**src/rtl/palette_pkg.sv**
```systemverilog
// Shared widths, fade FSM states and colour helpers for the palette engine.
package palette_pkg;

  localparam int IDX_W_DEF        = 5;
  localparam int CH_W_DEF         = 4;
  localparam int NUM_BANKS_DEF    = 4;
  localparam int FADE_DIV_DEF     = 2;
  localparam int FLASH_PERIOD_DEF = 8;

  localparam int LEVEL_W     = 5;
  localparam int LEVEL_SHIFT = 4;
  localparam logic [LEVEL_W-1:0] LEVEL_MAX = 5'd16;
  localparam logic [LEVEL_W-1:0] LEVEL_MIN = 5'd0;

  // Widest channel the helpers accept; callers size-cast in and out.
  localparam int CH_MAX    = 8;
  localparam int RGB_MAX_W = 3 * CH_MAX;

  typedef enum logic [1:0] {
    FADE_IDLE = 2'd0,
    FADE_OUT  = 2'd1,
    FADE_IN   = 2'd2
  } fade_state_t;

  // (c * level) >> 4; level 16 is identity, 0 is black.
  function automatic logic [CH_MAX-1:0] scale_channel(
    input logic [CH_MAX-1:0]  c,
    input logic [LEVEL_W-1:0] level
  );
    logic [CH_MAX+LEVEL_W-1:0] prod;
    prod = {{LEVEL_W{1'b0}}, c} * {{CH_MAX{1'b0}}, level};
    return CH_MAX'(prod >> LEVEL_SHIFT);
  endfunction

  // Packs three ch_w-bit channels as {R,G,B} in the low 3*ch_w bits.
  function automatic logic [RGB_MAX_W-1:0] pack_rgb(
    input logic [CH_MAX-1:0] r,
    input logic [CH_MAX-1:0] g,
    input logic [CH_MAX-1:0] b,
    input int                ch_w
  );
    logic [RGB_MAX_W-1:0] v;
    v = (RGB_MAX_W'(r) << (2 * ch_w)) | (RGB_MAX_W'(g) << ch_w) | RGB_MAX_W'(b);
    return v;
  endfunction

endpackage

```
**src/rtl/palette_ram.sv**
```systemverilog
// Simple dual-port palette storage: one write port, one synchronous
// read-first read port.
module palette_ram #(
  parameter int ADDR_W = 7,
  parameter int DEPTH  = 128,
  parameter int DATA_W = 12
) (
  input  logic              i_clk,
  input  logic              i_wr_en,
  input  logic [ADDR_W-1:0] i_wr_addr,
  input  logic [DATA_W-1:0] i_wr_data,
  input  logic              i_rd_en,
  input  logic [ADDR_W-1:0] i_rd_addr,
  output logic [DATA_W-1:0] o_rd_data
);

  logic [DATA_W-1:0] r_mem [0:DEPTH-1];
  logic [DATA_W-1:0] r_rd_data;

  // Write port; contents are loaded by software, never cleared.
  always_ff @(posedge i_clk) begin
    if (i_wr_en) begin
      r_mem[i_wr_addr] <= i_wr_data;
    end
  end

  // Read port sees the pre-write contents on a same-address collision.
  always_ff @(posedge i_clk) begin
    if (i_rd_en) begin
      r_rd_data <= r_mem[i_rd_addr];
    end
  end

  assign o_rd_data = r_rd_data;

endmodule

```
**src/rtl/palette_engine.sv**
```systemverilog
// Banked RGB palette lookup with a two-stage pipeline, frame-timed global
// fade to/from black and bank flashing for frightened ghosts.
module palette_engine
  import palette_pkg::*;
#(
  parameter int IDX_W        = IDX_W_DEF,
  parameter int CH_W         = CH_W_DEF,
  parameter int NUM_BANKS    = NUM_BANKS_DEF,
  parameter int FADE_DIV     = FADE_DIV_DEF,
  parameter int FLASH_PERIOD = FLASH_PERIOD_DEF,
  parameter int TRANSP_EN    = 1,
  localparam int BANK_W      = (NUM_BANKS > 1) ? $clog2(NUM_BANKS) : 1
) (
  input  logic                clk,
  input  logic                reset_n,
  input  logic                frame_tick,
  input  logic                wr_en,
  input  logic [BANK_W-1:0]   wr_bank,
  input  logic [IDX_W-1:0]    wr_index,
  input  logic [3*CH_W-1:0]   wr_rgb,
  input  logic                pix_valid,
  input  logic [BANK_W-1:0]   pix_bank,
  input  logic [IDX_W-1:0]    pix_index,
  input  logic                flash_en,
  input  logic                fade_req,
  input  logic                fade_dir,
  output logic                fade_busy,
  output logic [4:0]          fade_level,
  output logic                out_valid,
  output logic                out_transparent,
  output logic [CH_W-1:0]     red,
  output logic [CH_W-1:0]     green,
  output logic [CH_W-1:0]     blue
);

  localparam int ADDR_W = BANK_W + IDX_W;
  localparam int DEPTH  = NUM_BANKS * (2 ** IDX_W);
  localparam int RGB_W  = 3 * CH_W;
  localparam int FD_W   = (FADE_DIV > 1) ? $clog2(FADE_DIV) : 1;
  localparam int FL_W   = (FLASH_PERIOD > 1) ? $clog2(FLASH_PERIOD) : 1;

  fade_state_t          r_state, w_state_nxt;
  logic [LEVEL_W-1:0]   r_level, w_level_nxt;
  logic [FD_W-1:0]      r_fade_cnt, w_fade_cnt_nxt;
  logic                 w_div_hit;
  logic                 r_busy;

  logic [FL_W-1:0]      r_flash_cnt;
  logic                 r_phase;

  logic [BANK_W-1:0]    w_eff_bank, w_wr_bank;
  logic [ADDR_W-1:0]    w_rd_addr, w_wr_addr;
  logic [RGB_W-1:0]     w_rd_data;

  logic                 r_s1_valid, r_s1_transp;
  logic [LEVEL_W-1:0]   r_s1_level;

  logic [CH_W-1:0]      w_scaled_r, w_scaled_g, w_scaled_b;
  logic [RGB_W-1:0]     w_scaled_rgb;
  logic                 r_out_valid, r_out_transp;
  logic [RGB_W-1:0]     r_rgb;

  // A single palette has no bank bits worth addressing or flashing.
  generate
    if (NUM_BANKS > 1) begin : g_banked
      assign w_eff_bank = flash_en ? (pix_bank ^ BANK_W'(r_phase)) : pix_bank;
      assign w_wr_bank  = wr_bank;
    end else begin : g_single
      assign w_eff_bank = {BANK_W{1'b0}};
      assign w_wr_bank  = {BANK_W{1'b0}};
    end
  endgenerate

  assign w_rd_addr = {w_eff_bank, pix_index};
  assign w_wr_addr = {w_wr_bank, wr_index};

  palette_ram #(
    .ADDR_W (ADDR_W),
    .DEPTH  (DEPTH),
    .DATA_W (RGB_W)
  ) u_ram (
    .i_clk     (clk),
    .i_wr_en   (wr_en),
    .i_wr_addr (w_wr_addr),
    .i_wr_data (wr_rgb),
    .i_rd_en   (pix_valid),
    .i_rd_addr (w_rd_addr),
    .o_rd_data (w_rd_data)
  );

  assign w_div_hit = (r_fade_cnt == FD_W'(FADE_DIV - 1));

  // Fade FSM next state; a start pulse does not count a coincident tick.
  always_comb begin
    w_state_nxt    = r_state;
    w_level_nxt    = r_level;
    w_fade_cnt_nxt = r_fade_cnt;
    case (r_state)
      FADE_IDLE: begin
        if (fade_req) begin
          w_state_nxt    = fade_dir ? FADE_IN : FADE_OUT;
          w_fade_cnt_nxt = {FD_W{1'b0}};
        end else begin
          w_state_nxt = FADE_IDLE;
        end
      end
      FADE_OUT: begin
        if (frame_tick) begin
          if (r_level == LEVEL_MIN) begin
            w_state_nxt = FADE_IDLE;
          end else if (w_div_hit) begin
            w_fade_cnt_nxt = {FD_W{1'b0}};
            w_level_nxt    = r_level - 5'd1;
            w_state_nxt    = (r_level == 5'd1) ? FADE_IDLE : FADE_OUT;
          end else begin
            w_fade_cnt_nxt = r_fade_cnt + FD_W'(1);
          end
        end else begin
          w_state_nxt = FADE_OUT;
        end
      end
      FADE_IN: begin
        if (frame_tick) begin
          if (r_level == LEVEL_MAX) begin
            w_state_nxt = FADE_IDLE;
          end else if (w_div_hit) begin
            w_fade_cnt_nxt = {FD_W{1'b0}};
            w_level_nxt    = r_level + 5'd1;
            w_state_nxt    = (r_level == (LEVEL_MAX - 5'd1)) ? FADE_IDLE : FADE_IN;
          end else begin
            w_fade_cnt_nxt = r_fade_cnt + FD_W'(1);
          end
        end else begin
          w_state_nxt = FADE_IN;
        end
      end
      default: begin
        w_state_nxt = FADE_IDLE;
      end
    endcase
  end

  // Fade state, level and step counter.
  always_ff @(posedge clk) begin
    if (!reset_n) begin
      r_state    <= FADE_IDLE;
      r_level    <= LEVEL_MAX;
      r_fade_cnt <= {FD_W{1'b0}};
      r_busy     <= 1'b0;
    end else begin
      r_state    <= w_state_nxt;
      r_level    <= w_level_nxt;
      r_fade_cnt <= w_fade_cnt_nxt;
      r_busy     <= (w_state_nxt != FADE_IDLE);
    end
  end

  // Flash phase toggles every FLASH_PERIOD frames while enabled.
  always_ff @(posedge clk) begin
    if (!reset_n || !flash_en) begin
      r_flash_cnt <= {FL_W{1'b0}};
      r_phase     <= 1'b0;
    end else if (frame_tick) begin
      if (r_flash_cnt == FL_W'(FLASH_PERIOD - 1)) begin
        r_flash_cnt <= {FL_W{1'b0}};
        r_phase     <= ~r_phase;
      end else begin
        r_flash_cnt <= r_flash_cnt + FL_W'(1);
      end
    end
  end

  // Stage 1: alongside the RAM read, capture the level seen by this pixel.
  always_ff @(posedge clk) begin
    if (!reset_n) begin
      r_s1_valid  <= 1'b0;
      r_s1_transp <= 1'b0;
      r_s1_level  <= LEVEL_MIN;
    end else begin
      r_s1_valid <= pix_valid;
      if (pix_valid) begin
        r_s1_transp <= (TRANSP_EN != 0) && (pix_index == {IDX_W{1'b0}});
        r_s1_level  <= r_level;
      end
    end
  end

  assign w_scaled_r = CH_W'(scale_channel(CH_MAX'(w_rd_data[RGB_W-1 -: CH_W]), r_s1_level));
  assign w_scaled_g = CH_W'(scale_channel(CH_MAX'(w_rd_data[2*CH_W-1 -: CH_W]), r_s1_level));
  assign w_scaled_b = CH_W'(scale_channel(CH_MAX'(w_rd_data[CH_W-1:0]), r_s1_level));
  assign w_scaled_rgb = RGB_W'(pack_rgb(CH_MAX'(w_scaled_r), CH_MAX'(w_scaled_g),
                                        CH_MAX'(w_scaled_b), CH_W));

  // Stage 2: scaled colour; outputs hold while no pixel arrives.
  always_ff @(posedge clk) begin
    if (!reset_n) begin
      r_out_valid  <= 1'b0;
      r_out_transp <= 1'b0;
      r_rgb        <= {RGB_W{1'b0}};
    end else begin
      r_out_valid <= r_s1_valid;
      if (r_s1_valid) begin
        r_out_transp <= r_s1_transp;
        r_rgb        <= w_scaled_rgb;
      end
    end
  end

  assign fade_busy       = r_busy;
  assign fade_level      = r_level;
  assign out_valid       = r_out_valid;
  assign out_transparent = r_out_transp;
  assign red             = r_rgb[RGB_W-1 -: CH_W];
  assign green           = r_rgb[2*CH_W-1 -: CH_W];
  assign blue            = r_rgb[CH_W-1:0];

endmodule

```
**config.mk**
```make
export PLATFORM = sky130hd
export DESIGN_NAME = palette_engine
export DESIGN_NICKNAME = d
export VERILOG_FILES = /design/src/rtl/palette_pkg.sv /design/src/rtl/palette_ram.sv /design/src/rtl/palette_engine.sv
export SDC_FILE = /design/constraint.sdc
export NUM_CORES = 2
export LEC_CHECK = 0
export ABC_CLOCK_PERIOD_IN_PS = 3490
export CORE_UTILIZATION = 39
export CTS_BUF_LIST = sky130_fd_sc_hd__clkbuf_4
export DETAILED_ROUTE_END_ITERATION = 12
export GPL_ROUTABILITY_DRIVEN = 0
export MAX_ROUTING_LAYER = met4
export RECOVER_POWER = 100
export SLEW_MARGIN = 10
export SYNTH_ARGS = -nofsm -noshare
export SYNTH_HDL_FRONTEND = slang
export SYNTH_HIERARCHICAL = 1
export SYNTH_SLANG_ARGS = --single-unit
```
**constraint.sdc**
```tcl
create_clock -name clk -period 3.49 [get_ports clk]
set_clock_uncertainty 0.1 [all_clocks]
set_input_delay 0.349 -clock clk [delete_from_list [all_inputs] [get_ports clk]]
set_output_delay 0.349 -clock clk [all_outputs]
set_load 0.005 [all_outputs]
```
==> summary.txt <==
Run status
  • Status: finished, violations left
  • Failing checks: capacitance limit, slew limit

STA
  • Fmax: 295 MHz
  • Worst-Margin Slew: about 3.6 ns
  • Final worst path period share: 0.972
  • Setup violators final: 0
  • Max Slew Vio Count: 1037
  • Final Worst Setup Slack: between 0.09 and 0.1 ns
  • Final Hold Slack: 0.197 ns
  • Final Hold Viols: 0
  • Setup TNS: 0 ns
  • Slew Limit Headroom: -1.40
  • RSZ-0062 raised after global routing: no
  • Final Critical Period: between 3 and 4 ns

Drt
  • DR iter-0 viols: between 3000 and 4000
  • Antenna viol nets, final: 0
  • Routed vias: roughly 32000
  • Final wirelength: 156 mm
  • DRC violations left: 0
  • Via-per-instance ratio: 5.53
  • Routed length per instance: around 27 um
  • TritonRoute pass-1 iters: 6

Synth
  • Post-Syn Instances: approximately 2700
  • Number of synthesis warnings: 6
  • Number of synthesized flops with an enable pin: 1548
  • Syn_nets: 2820
  • Predominant post-synthesis flop cell: edfxtp_1
  • Netlist cell types: 46
  • Post-synth top area cell: edfxtp_1
  • Seq/Total Area, Yosys: 0.757
  • Synth Area per Inst: 22.8 sq um
  • Synth top area cells: edfxtp_1 75%, mux4_2 18%, dfxtp_1 1.1%
  • Mapped Area: 0.0623 sq mm
  • Most frequent cells after synthesis: 1548 x edfxtp_1, 504 x mux4_2, 151 x nor2_1, 83 x clkbuf_1, 56 x nand2_1
  • Top-count cell post-synth: edfxtp_1
  • Synth Register Bits: 1582
  • Area share of the leading cell type in the synthesized netlist: 0.746
  • Synth async-reset ratio: 0

Die
  • Die height: 402 um
  • IO Pins: 54
  • Initial cell density of the core: 0.393
  • Row Count: 146
  • Die ar.: about 0.16 sq mm
  • Core area: 0.159 sq mm
  • Die width: 402 um

Setup path
  • Crit path largest cell delay: 2.39 ns
  • Worst Reg2Reg Path Length in Cells: 10
  • CP Capture Type: flop
  • R2r setup slk: 0.13 ns
  • Worst EP arrival: 4.27 ns
  • RR Endpoint: r_rgb[11]$_SDFFE_PN0P_
  • Critical path launch point type: input port
  • Req. time, crit path: 4.37 ns
  • Critical Path, Cell by Cell: dlygate4sd3_1 > clkbuf_1 > clkbuf_2
  • RR Startpoint: u_ram/o_rd_data[11]$_DFFE_PP_
  • Slowest CP cell: clkbuf_1
  • Worst Path Max Fanout: between 60 and 70
  • CP Class: input port to flop

Clocking
  • H-tree Lvls: 5
  • Clock net sink count: about 1600
  • Total CTS buffers: around 410
  • Maximum root-to-sink buffer count: 4
  • CTS clk-pin slew, worst paths: 0.06 ns
  • Clk_lat worst skew: 1.32 ns
  • CTS root buf: clkbuf_4
  • CTS tree: yes

Layout
  • Fillers: 13400
  • Share of cells above drive strength 1: 0.334
  • Area Overhead vs Synth: 14.9%
  • Nets@finish: 3433
  • Finished Cell Area: 0.0716 sq mm

Power
  • Int Pwr: between 0.02 and 0.03 W
  • Sw Pwr: 0.00856 W
  • Combinational Power Share: 0.063
  • VDD IR-drop max: 0.378 mV
  • Leak: about 23 nW
  • Sequential Power Share: 0.555
  • Power consumption: ~0.038 W
  • Clk pwr share: 0.383
  • Cell Pwr Density: about 530 mW/mm^2
  • Switching Share: 0.225

Global routing
  • Largest net degree at the start of global routing: approximately 130
  • Vias in the first global route: between 30000 and 40000
  • GRT overflow: 0
  • GRT Overall Usage: 0.200
  • Antenna violations before repair: 26
  • First-pass GRT wire length: 225 mm

Hold path
  • Hold Path Depth: 4
  • Hold Startpoint: flash_en
  • HP Class: input port to flop
  • Endpoint, Worst Hold: r_flash_cnt[0]$_SDFFE_PP0P_

Placement
  • Placed cell areas: 0.0671 sq mm
  • Setup slack at placement: -0.0796 ns
  • Buffers on Ports: 53
  • Hpwl dp: 94.6 mm

Job
  • Max Cap Viol: 21
[critical path: cells and delay by family]
kind,cells,cell delay [ns]
buf+inv,3,3.83
[flip-flops by register name, indices dropped and copies added (netlist names)]
name	cells
out_transparent	1
r_flash_cnt	3
r_rgb	12
r_s1_valid	1
out_valid	1
u_ram/o_rd_data	12
r_fade_cnt	1
u_ram/r_mem	1536
r_state	2
r_phase	1
fade_level	5
fade_busy	1
r_s1_transp	1
r_s1_level	5
[power by group through the flow]
stage,Sequential (W),Clock [W],Combinational [W]
detailed placement,0.0215,0,0.00237
floorplan,0.0214,0,0.00128
global placement,0.0215,0,0.00232
CTS,0.0211,0.0150,0.00244
global route,0.0211,0.0160,0.00253
finish,0.0211,0.0146,0.00238
[metal layers]
| metal | GRT usage | part of all wire |
|---|---|---|
| met1 | 0.275 | 0.42 |
| met2 | 0.299 | 0.48 |
| met3 | 0.0486 | 0.088 |
| met4 | 0.0567 | 0.019 |
| met5 | - | 0 |
[worst max-delay path by stage]
| stage | startpoint | to | slack, ns | cells after the start |
|---|---|---|---|---|
| 5_1_grt | r_s1_level[0]$_SDFFE_PN0P_ | r_rgb[7]$_SDFFE_PN0P_ | 0.05 | 9 |
| 3_3_place_gp | pix_index[0] | u_ram/o_rd_data[6]$_DFFE_PP_ | -0.08 | 7 |
| 2_1_floorplan | r_s1_level[1]$_SDFFE_PN0P_ | r_rgb[3]$_SDFFE_PN0P_ | 0.32 | 11 |
| 4_1_cts | u_ram/o_rd_data[10]$_DFFE_PP_ | r_rgb[11]$_SDFFE_PN0P_ | 0.02 | 10 |
| 3_5_place_dp | pix_index[0] | u_ram/o_rd_data[6]$_DFFE_PP_ | -0.08 | 7 |
| 6_report | wr_rgb[0] | u_ram/r_mem[54][0]$_DFFE_PP_ | 0.1 | 3 |
[repair_timing]
action,4_1_cts,5_1_grt
gates resized for setup,0,2
buffers inserted,0,4
endpoints found under the hold margin,1572,0
setup endpoints to repair,0,3
hold buffers,45,0
[layout by cell type (no fill, tap or decap), types with 3 or more instances in the layout]
cell type / n
inv_1: 30
mux2i_1: 12
edfxtp_1: 1548
clkdlybuf4s50_1: 12
and3_1: 4
nor2_1: 151
nor3_1: 10
and2_1: 22
mux4_2: 504
dfxtp_1: 33
xor2_1: 4
clkinv_2: 16
nand3b_1: 10
a31oi_1: 3
or3_1: 6
o211ai_1: 9
diode_2: 20
clkinv_1: 92
xnor2_1: 9
mux2_2: 12
o21ai_0: 10
dlygate4sd3_1: 67
fa_1: 15
a211o_1: 4
ha_1: 38
o21bai_1: 3
nand4_1: 12
inv_2: 8
clkbuf_1: 165
buf_12: 35
nor2b_1: 14
a21oi_1: 16
clkbuf_2: 14
buf_4: 49
nand2b_1: 4
nand2_1: 56
nand3_1: 23
nand4b_1: 3
clkbuf_4: 559
o211a_1: 3
[logic make-up after synthesis]
| group | count (synthesis) | synth area share |
|---|---|---|
| compound gates | 55 | 0.00584 |
| xor+xnor | 13 | 0.00183 |
| fa+ha+maj | 54 | 0.0126 |
| buf+inv | 177 | 0.0124 |
| flops | 1582 | 0.757 |
| mux | 529 | 0.186 |
| simple gates | 322 | 0.0239 |
[layout make-up]
| class | count | area [sq um] | share of cell area |
|---|---|---|---|
| diodes | 20 | 50.0 | 0.000699 |
| repair buffers | 347 | 2600 | 0.0363 |
| flip-flops and latches | 1582 | 47200 | 0.659 |
| inverters | 30 | 113 | 0.00157 |
| well taps | 2072 | 2590 | 0.0362 |
| clock buffers | 558 | 4190 | 0.0585 |
| clock inverters | 118 | 515 | 0.00720 |
| multi-input cells | 973 | 14400 | 0.201 |
[through the flow]
step / utilization / cells
3_5_place_dp: 0.423 / 4955
5_1_grt: 0.452 / 5700
2_1_floorplan: - / 2732
6_report: 0.452 / 5700
4_1_cts: 0.456 / 5676
3_3_place_gp: 0.423 / 4955
(Power assumes the default switching activity.)
